==> src/rtl/regfile_sched_pkg.sv <==
`default_nettype none
// ============================================================================
// Module      : regfile_sched_pkg
// Description : Shared types and constants for the register-file write-port
//               scheduler (state encoding, register-file geometry).
// Revision    : 1.0 - initial release
// ============================================================================
package regfile_sched_pkg;

    // Scheduler operating mode: zeroing sweep or arbitrated writes.
    typedef enum logic {
        CLEAR = 1'b0,
        RUN   = 1'b1
    } sched_state_e;

    // Geometry of the 32x32 register file served by the scheduler.
    localparam int REGFILE_ADDR_WIDTH = 5;
    localparam int REGFILE_DATA_WIDTH = 32;
    localparam int REGFILE_LAST_IDX   = 31;

endpackage : regfile_sched_pkg
`default_nettype wire

==> src/rtl/regfile_write_sched_rr_arbiter.sv <==
`default_nettype none
// ============================================================================
// Module      : rr_arbiter
// Description : Combinational round-robin arbiter. Searches the request
//               vector starting at the pointer position and wrapping modulo
//               NUM_REQ; returns a one-hot grant and its encoded index.
// Revision    : 1.0 - initial release
// ============================================================================
module rr_arbiter #(
    parameter int NUM_REQ = 2
) (
    input  logic [NUM_REQ-1:0]         req_i,
    input  logic [$clog2(NUM_REQ)-1:0] ptr_i,
    output logic [NUM_REQ-1:0]         grant_o,
    output logic [$clog2(NUM_REQ)-1:0] idx_o,
    output logic                       valid_o
);

    localparam int IDX_WIDTH = $clog2(NUM_REQ);

    // Two ordered passes: first requesters at or above the pointer, then the
    // wrapped-around ones below it. The first hit wins.
    always_comb begin
        grant_o = '0;
        idx_o   = '0;
        valid_o = 1'b0;
        for (int i = 0; i < NUM_REQ; i++) begin
            if (!valid_o && req_i[i] && (i >= int'(ptr_i))) begin
                valid_o    = 1'b1;
                grant_o[i] = 1'b1;
                idx_o      = IDX_WIDTH'(i);
            end
        end
        for (int i = 0; i < NUM_REQ; i++) begin
            if (!valid_o && req_i[i] && (i < int'(ptr_i))) begin
                valid_o    = 1'b1;
                grant_o[i] = 1'b1;
                idx_o      = IDX_WIDTH'(i);
            end
        end
    end

endmodule : rr_arbiter
`default_nettype wire

==> src/rtl/regfile_write_sched.sv <==
`default_nettype none
// ============================================================================
// Module      : regfile_write_sched
// Description : Write-port scheduler for the 32x32 register file. Shares the
//               single write port among NUM_REQ requesters with round-robin
//               arbitration and a valid/ready handshake. After every reset it
//               optionally sweeps registers 1..last writing zero.
// Revision    : 1.0 - initial release
// ============================================================================
module regfile_write_sched
    import regfile_sched_pkg::*;
#(
    parameter int NUM_REQ        = 2,
    parameter int DATA_WIDTH     = REGFILE_DATA_WIDTH,
    parameter int ADDR_WIDTH     = REGFILE_ADDR_WIDTH,
    parameter bit CLEAR_ON_RESET = 1'b1
) (
    input  logic                          clk,
    input  logic                          rst_n,
    input  logic [NUM_REQ-1:0]            req_valid,
    input  logic [NUM_REQ*ADDR_WIDTH-1:0] req_addr,
    input  logic [NUM_REQ*DATA_WIDTH-1:0] req_data,
    output logic [NUM_REQ-1:0]            req_ready,
    output logic                          write,
    output logic [ADDR_WIDTH-1:0]         writeReg,
    output logic [DATA_WIDTH-1:0]         writeData,
    output logic [$clog2(NUM_REQ)-1:0]    grant_id,
    output logic                          busy
);

    localparam int IDX_WIDTH = $clog2(NUM_REQ);

    // The sweep ends on the highest register index (all ones).
    localparam logic [ADDR_WIDTH-1:0] LAST_IDX = {ADDR_WIDTH{1'b1}};
    localparam logic [IDX_WIDTH-1:0]  LAST_REQ = IDX_WIDTH'(NUM_REQ - 1);

    localparam sched_state_e RESET_STATE = CLEAR_ON_RESET ? CLEAR : RUN;

    // ------------------------------------------------------------------------
    // State and output registers
    // ------------------------------------------------------------------------
    sched_state_e            state_q,      state_d;
    logic [ADDR_WIDTH-1:0]   clr_idx_q,    clr_idx_d;
    logic [IDX_WIDTH-1:0]    rr_ptr_q,     rr_ptr_d;
    logic                    write_q,      write_d;
    logic [ADDR_WIDTH-1:0]   write_reg_q,  write_reg_d;
    logic [DATA_WIDTH-1:0]   write_data_q, write_data_d;
    logic [IDX_WIDTH-1:0]    grant_id_q,   grant_id_d;

    // ------------------------------------------------------------------------
    // Arbitration
    // ------------------------------------------------------------------------
    logic [NUM_REQ-1:0]      arb_grant;
    logic [IDX_WIDTH-1:0]    arb_idx;
    logic                    arb_valid;
    logic [ADDR_WIDTH-1:0]   win_addr;
    logic [DATA_WIDTH-1:0]   win_data;
    logic                    xfer;

    rr_arbiter #(
        .NUM_REQ (NUM_REQ)
    ) u_arb (
        .req_i   (req_valid),
        .ptr_i   (rr_ptr_q),
        .grant_o (arb_grant),
        .idx_o   (arb_idx),
        .valid_o (arb_valid)
    );

    // Select the winner's address/data slices using the one-hot grant.
    always_comb begin
        win_addr = '0;
        win_data = '0;
        for (int i = 0; i < NUM_REQ; i++) begin
            if (arb_grant[i]) begin
                win_addr = req_addr[i*ADDR_WIDTH +: ADDR_WIDTH];
                win_data = req_data[i*DATA_WIDTH +: DATA_WIDTH];
            end
        end
    end

    // Grants are offered only in RUN; the sweep owns the port otherwise.
    always_comb begin
        req_ready = (state_q == RUN) ? arb_grant : '0;
        xfer      = (state_q == RUN) && arb_valid;
        busy      = (state_q == CLEAR);
    end

    // ------------------------------------------------------------------------
    // Next-state and registered-output logic
    // ------------------------------------------------------------------------
    // Sweep writes one register per cycle; in RUN a handshake forwards the
    // winner, except that index 0 completes the handshake without writing.
    always_comb begin
        state_d      = state_q;
        clr_idx_d    = clr_idx_q;
        rr_ptr_d     = rr_ptr_q;
        write_d      = 1'b0;
        write_reg_d  = write_reg_q;
        write_data_d = write_data_q;
        grant_id_d   = grant_id_q;

        case (state_q)
            CLEAR: begin
                write_d      = 1'b1;
                write_reg_d  = clr_idx_q;
                write_data_d = '0;
                clr_idx_d    = clr_idx_q + 1'b1;
                if (clr_idx_q == LAST_IDX) begin
                    state_d = RUN;
                end
            end
            RUN: begin
                if (xfer) begin
                    write_d      = (win_addr != '0);
                    write_reg_d  = win_addr;
                    write_data_d = win_data;
                    grant_id_d   = arb_idx;
                    rr_ptr_d     = (arb_idx == LAST_REQ) ? '0 : arb_idx + 1'b1;
                end
            end
            default: begin
                state_d = RESET_STATE;
            end
        endcase
    end

    // Register update with synchronous active-low reset; reset also cancels
    // any write that would otherwise be registered on this edge.
    always_ff @(posedge clk) begin
        if (!rst_n) begin
            state_q      <= RESET_STATE;
            clr_idx_q    <= ADDR_WIDTH'(1);
            rr_ptr_q     <= '0;
            write_q      <= 1'b0;
            write_reg_q  <= '0;
            write_data_q <= '0;
            grant_id_q   <= '0;
        end else begin
            state_q      <= state_d;
            clr_idx_q    <= clr_idx_d;
            rr_ptr_q     <= rr_ptr_d;
            write_q      <= write_d;
            write_reg_q  <= write_reg_d;
            write_data_q <= write_data_d;
            grant_id_q   <= grant_id_d;
        end
    end

    // Drive the register-file port straight from the output registers.
    always_comb begin
        write     = write_q;
        writeReg  = write_reg_q;
        writeData = write_data_q;
        grant_id  = grant_id_q;
    end

endmodule : regfile_write_sched
`default_nettype wire
==> config.mk <==
export PLATFORM = sky130hd
export DESIGN_NAME = regfile_write_sched
export DESIGN_NICKNAME = d
export VERILOG_FILES = /design/src/rtl/regfile_sched_pkg.sv /design/src/rtl/regfile_write_sched_rr_arbiter.sv /design/src/rtl/regfile_write_sched.sv
export SDC_FILE = /design/constraint.sdc
export NUM_CORES = 1
export LEC_CHECK = 0
export ABC_AREA = 1
export CORE_ASPECT_RATIO = 2
export CORE_MARGIN = 10
export CORE_UTILIZATION = 42
export DETAILED_ROUTE_END_ITERATION = 6
export GPL_TIMING_DRIVEN = 0
export PLACE_DENSITY = 0.93
export SLEW_MARGIN = 20
export SYNTH_ARGS = -nofsm -noshare
export SYNTH_HDL_FRONTEND = slang
export SYNTH_SLANG_ARGS = --single-unit
==> constraint.sdc <==
create_clock -name clk -period 4 [get_ports clk]
set_clock_uncertainty 0.15 [all_clocks]
set_input_delay 0.4 -clock clk [delete_from_list [all_inputs] [get_ports clk]]
set_output_delay 0.4 -clock clk [all_outputs]
set_load 0.03 [all_outputs]
======== Word level (Yosys, flattened, before mapping) ========
Index checks and enable logic that the tools add are counted.
operators by class
  equality and inequality tests ........... 2
  shifts and indexed selects .............. 0
  magnitude comparators ................... 2
  $add $sub $neg .......................... 2
  bitwise logic cells ..................... 1
  reduce and logical (&&, ||, !) cells .... 9
  div/mod/pow operators ................... 0
  mux-type cells .......................... 20
  multipliers ............................. 0
operators by type and width
  kind                   number
  $mux W32               3
  $pmux W32 S2           1
  $mux W5                3
  $mux W1                10
  $pmux W5 S2            1
  $add A5 B1 Y5 const B  1
  $eq A5 B5 Y1 const B   1
  $logic_and A1 B1 Y1    5
  $reduce_bool A5 Y1     1
  $logic_not A1 Y1       2
  $mux W2                1
  $ne A2 B1 Y1 const B   1
  $pmux W1 S2            1
  $reduce_and A2 Y1      1
  $add A1 B1 Y1 const B  1
  $ge A1 B1 Y1 const A   1
  $lt A1 B1 Y1 const A   1
  $not A1 Y1             1
storage, ports and cells
  memory bits (writable) .................. 0
  output and inout port bits .............. 42
  ROM bits ................................ 0
  bits in registers ....................... 46
  logic and storage cells ................. 43
  bits in latches ......................... 0
  memories ................................ 0
  input bits .............................. 78

======== Longest topological paths before layout ========
  word-level depth ........................ 15
  mapped depth ............................ 9
  mapped depth without buffers ............ 8

======== Cells and area by module ========
From an unflattened synthesis, not the netlist that was laid out.
unflattened totals
  cells, all modules ...................... 353
  area, all modules ....................... 2412.3 um^2
by module, submodules not included
  module               sequential area each (um^2)  instances  area each (um^2)  cells each
  regfile_write_sched  920.9                        1          2383.5            346
  rr_arbiter           0.0                          1          28.8              7

======== Worst setup path before layout ========
No wires, ideal clock.
  path kind ............................... in2out
  start ................................... input port req_valid[1]
  end ..................................... output port req_ready[0]
  data required time ...................... 3450 ps
  stages on the path ...................... 6
  setup slack ............................. 2014 ps
  data arrival time ....................... 1436 ps
  path buffers ............................ 2
  path through ............................ buf_2 > buf_2 > nor2_1 > nor2_1 > inv_1 > a21oi_1
on the way
  longest elaborated chain between the ends .. 7
ends and longest elaborated chain
  element                           RTL line                              text
  start, declared                   regfile_write_sched.sv:20             input logic [NUM_REQ-1:0] req_valid,
  $logic_and A1 B1 Y1               regfile_write_sched_rr_arbiter.sv:28  if (!valid_o && req_i[i] && (i >= int'(ptr_i))) begin
  $mux W1                           regfile_write_sched_rr_arbiter.sv:28
  $logic_not A1 Y1                  regfile_write_sched_rr_arbiter.sv:35  if (!valid_o && req_i[i] && (i < int'(ptr_i))) begin
  $logic_and A1 B1 Y1 (2 in a row)  regfile_write_sched_rr_arbiter.sv:35
  $mux W1                           regfile_write_sched_rr_arbiter.sv:35
  $mux W2                           regfile_write_sched.sv:84             req_ready = (state_q == RUN) ? arb_grant : '0;
  end, declared                     regfile_write_sched.sv:23             output logic [NUM_REQ-1:0] req_ready,
Every way passes these cells.

======== Worst setup path after layout ========
  start ................................... input port req_valid[0]
  end ..................................... output port req_ready[0]
on the way
  longest elaborated chain between the ends .. 10
ends and longest elaborated chain
  element                           RTL line
  $logic_and A1 B1 Y1               regfile_write_sched_rr_arbiter.sv:28
  $mux W1                           regfile_write_sched_rr_arbiter.sv:28
  $logic_not A1 Y1                  regfile_write_sched_rr_arbiter.sv:28
  $logic_and A1 B1 Y1               regfile_write_sched_rr_arbiter.sv:28
  $mux W1                           regfile_write_sched_rr_arbiter.sv:28
  $logic_not A1 Y1                  regfile_write_sched_rr_arbiter.sv:35
  $logic_and A1 B1 Y1 (2 in a row)  regfile_write_sched_rr_arbiter.sv:35
  $mux W1 *                         regfile_write_sched_rr_arbiter.sv:35
  $mux W2 *                         regfile_write_sched.sv:84
Every way passes the cells marked *; elsewhere a longest branch is shown, timed or not.

==> metrics.txt <==
CTS sink cnt=46; die extent in y=123.9 um; initial antenna violation count=0; Finished Cell Area=3597 sq um; I/O pin total=120; worst-margin pin slew=0.5095 ns; crit path cell chain=clkdlybuf4s50_1 -> nand2_1 -> clkbuf_1 -> a21oi_1 -> clkdlybuf4s50_1; dpl hpwl=6819 um; nets@finish=551; CP max-delay cell=clkdlybuf4s50_1; CTS tree=built; R2R depth=6; Netlist cell types=21; Final Hold Viols=0; EDFF count, synth=0; Adder-Cell Fraction of Synth Area=1.104%; Tcrit/Tclk final=72.41%; prevailing post-synth register cell=dfxtp_1; worst-skew pair later-pin latency=0.28 ns; clk root buf=clkbuf_8; register area share after synthesis=40.62%; R2R setup slack=approximately 2.4 ns; cell with the most instances after synthesis=nand2_1; Post CTS Setup Buffer Count=0; Max FO, Critical Path=10; crit path launch=req_valid[0]; Cell Area, Synth=2267 sq um; largest net degree at the start of global routing=13; #FFs+latches synth=46; Min-Delay Path Class=register to register; global route overflow=0; Via-to-Cell Ratio=5.163; core area=5185 sq um; area of the die=8915 sq um; Initial Util=43.73%; hold path endpoint=writeData[2]$_SDFFE_PN0P_; clk slew on worst S/H paths=0.08 ns; global-route wire length before repair=12840 um; syn_nets=426; CP arrival=~2.4 ns; H-tree Lvls=2; CP required=3.45 ns; TritonCTS Buffers=5; Max-slew headroom=around 66%; vias in the first global route=approximately 2700; Slew Limit Fails=0; asr flop ratio synth=0%; WL/cell=15.79 um; leakage=about 1.4 nW; Post-DP Area=3521 sq um; WS Path Type=primary input to output port; most area-consuming cells after synthesis=dfxtp_1 (41%), nand2_1 (26%), nand3_1 (8.4%), a21oi_1 (8.2%), buf_6 (3.0%); most frequent cells after synthesis=nand2_1 (160), dfxtp_1 (46), nand3_1 (38), a21oi_1 (37), nor2_1 (11); Buf/Inv on CP=3; Die W=71.95 um; row cnt=37; VDD IR max=0.2881 mV; CP endpoint kind=output port; FMAX=0.3453 GHz; status=completed; Cells after Synth=346; XOR/XNOR Fraction of Synth Area=0%; final setup vio count=0; total vias in the final route=between 2000 and 3000; RSZ-0062 raised after global routing=false; Reg2Reg Capture Point=writeData[25]$_SDFFE_PN0P_; Final ANT Viol Nets=0; CP top delay family=buffers and inverters; simple-gate share of the synthesized area=38.58%; antenna fix cells=0; Synth warnings=0; mux cell area share after synthesis=0%; Yosys top cell by area=dfxtp_1; hold_sp=writeData[2]$_SDFFE_PN0P_; Startpoint Class=primary input; Avg Cell Area, Syn=approximately 6.6 sq um; Compound-Gate Fraction of Synth Area=between 10 and 15%; share of layout cells above drive strength 1=a little under 5%; main combinational cell family by area after synthesis=simple AND/OR/NAND/NOR gates; First DRT Iteration DRCs=109; power per cell area=251.3 nW/um^2; DR pass1 iterations=4; total track usage=17.78%; MaxCap Viol Count=0; Gates resized, CTS repair=0; Crit path top cell by count=clkdlybuf4s50_1; IO buf count=roughly 120; fin crit period=2.896 ns; drc violations=0; Longest Clk Path Bufs=2; RR Startpoint=state_q$_SDFF_PN0_; post-route setup TNS=0 ns; Synth top area share=40.62%; WHS Path Cells=2; Crit path largest cell delay=0.71 ns; # hold bufs at CTS=0; total wire length=between 8000 and 9000 um; Layout Area Growth over Synthesis=58.66%; Placer Congestion=0.8366
## per-stage QoR
stage          power [mW]  std cells  utilization, %  setup slack (ns)  hold slack, ns
5_1_grt            0.9456        529           69.38             1.028          0.3375
6_report           0.9040        529           69.38             1.104          0.3144
4_1_cts            0.9123        529           69.38             1.146          0.3155
3_5_place_dp       0.6532        522           67.91             1.166          0.3028
2_1_floorplan      0.5508        346               -             2.014          0.3187
3_3_place_gp       0.6481        522           67.91             1.202          0.2999
## how the worst max path moves through the flow
| stage | to | cells after the start |
|---|---|---|
| final | req_ready[0] | 5 |
| after global routing | req_ready[0] | 5 |
| after CTS | req_ready[0] | 5 |
| after detailed placement | req_ready[0] | 5 |
| after global placement | req_ready[0] | 5 |
| after floorplan | req_ready[0] | 6 |
## power breakdown
part	total [mW]	switching [mW]	internal [mW]
Clock	0.261	0.140	0.121
Sequential	0.469	0.00481	0.464
Combinational	0.174	0.0768	0.0971
## cell families after synthesis
| group | after synthesis |
|---|---|
| buffers and inverters | 37 |
| adder cells (fa/ha/maj) | 2 |
| flip-flops | 46 |
| AND/OR/NAND/NOR | 215 |
| AO/OA/AOI/OAI | 46 |
## cell type report
cell class | instances | area (sq um)
timing repair buffer | 118 | 1181
inverter | 12 | 45.04
clock buffer | 7 | 76.32
fill | 445 | 1588
buffer | 25 | 151.4
tap | 58 | 72.57
sequential | 46 | 920.9
multi-input combinational | 263 | 1150
## tightest hold or removal path, cell delays in order, from the launching register on
cell and delay, ns:
dfxtp_1 0.31, nand2_1 0.06, a21oi_1 0.05
## sequential cells by signal, indices dropped and copies added, names as in the netlist
register / count
clr_idx_q: 5
grant_id: 1
rr_ptr_q: 1
state_q: 1
write: 1
writeData: 32
writeReg: 5
## layer usage
layer  vias up  share of wire, %  track usage, %
met5         -                 0               0
met4         0               4.6           10.83
met3        20               4.6           3.185
met2        91                58           35.42
met1      1264                33           15.56
li1       1356                 -               -
## placed cells by master (no fill, tap or decap), types with 6 or more instances in the layout
cell type | Yosys | layout
buf_2 | 7 | 7
clkbuf_1 | 7 | 9
nand3_1 | 38 | 38
nand2_1 | 160 | 160
clkdlybuf4s50_1 | 0 | 118
a21oi_1 | 37 | 37
inv_1 | 9 | 9
buf_6 | 6 | 6
nor2_1 | 11 | 11
dfxtp_1 | 46 | 46
(Power assumes the default switching activity.)
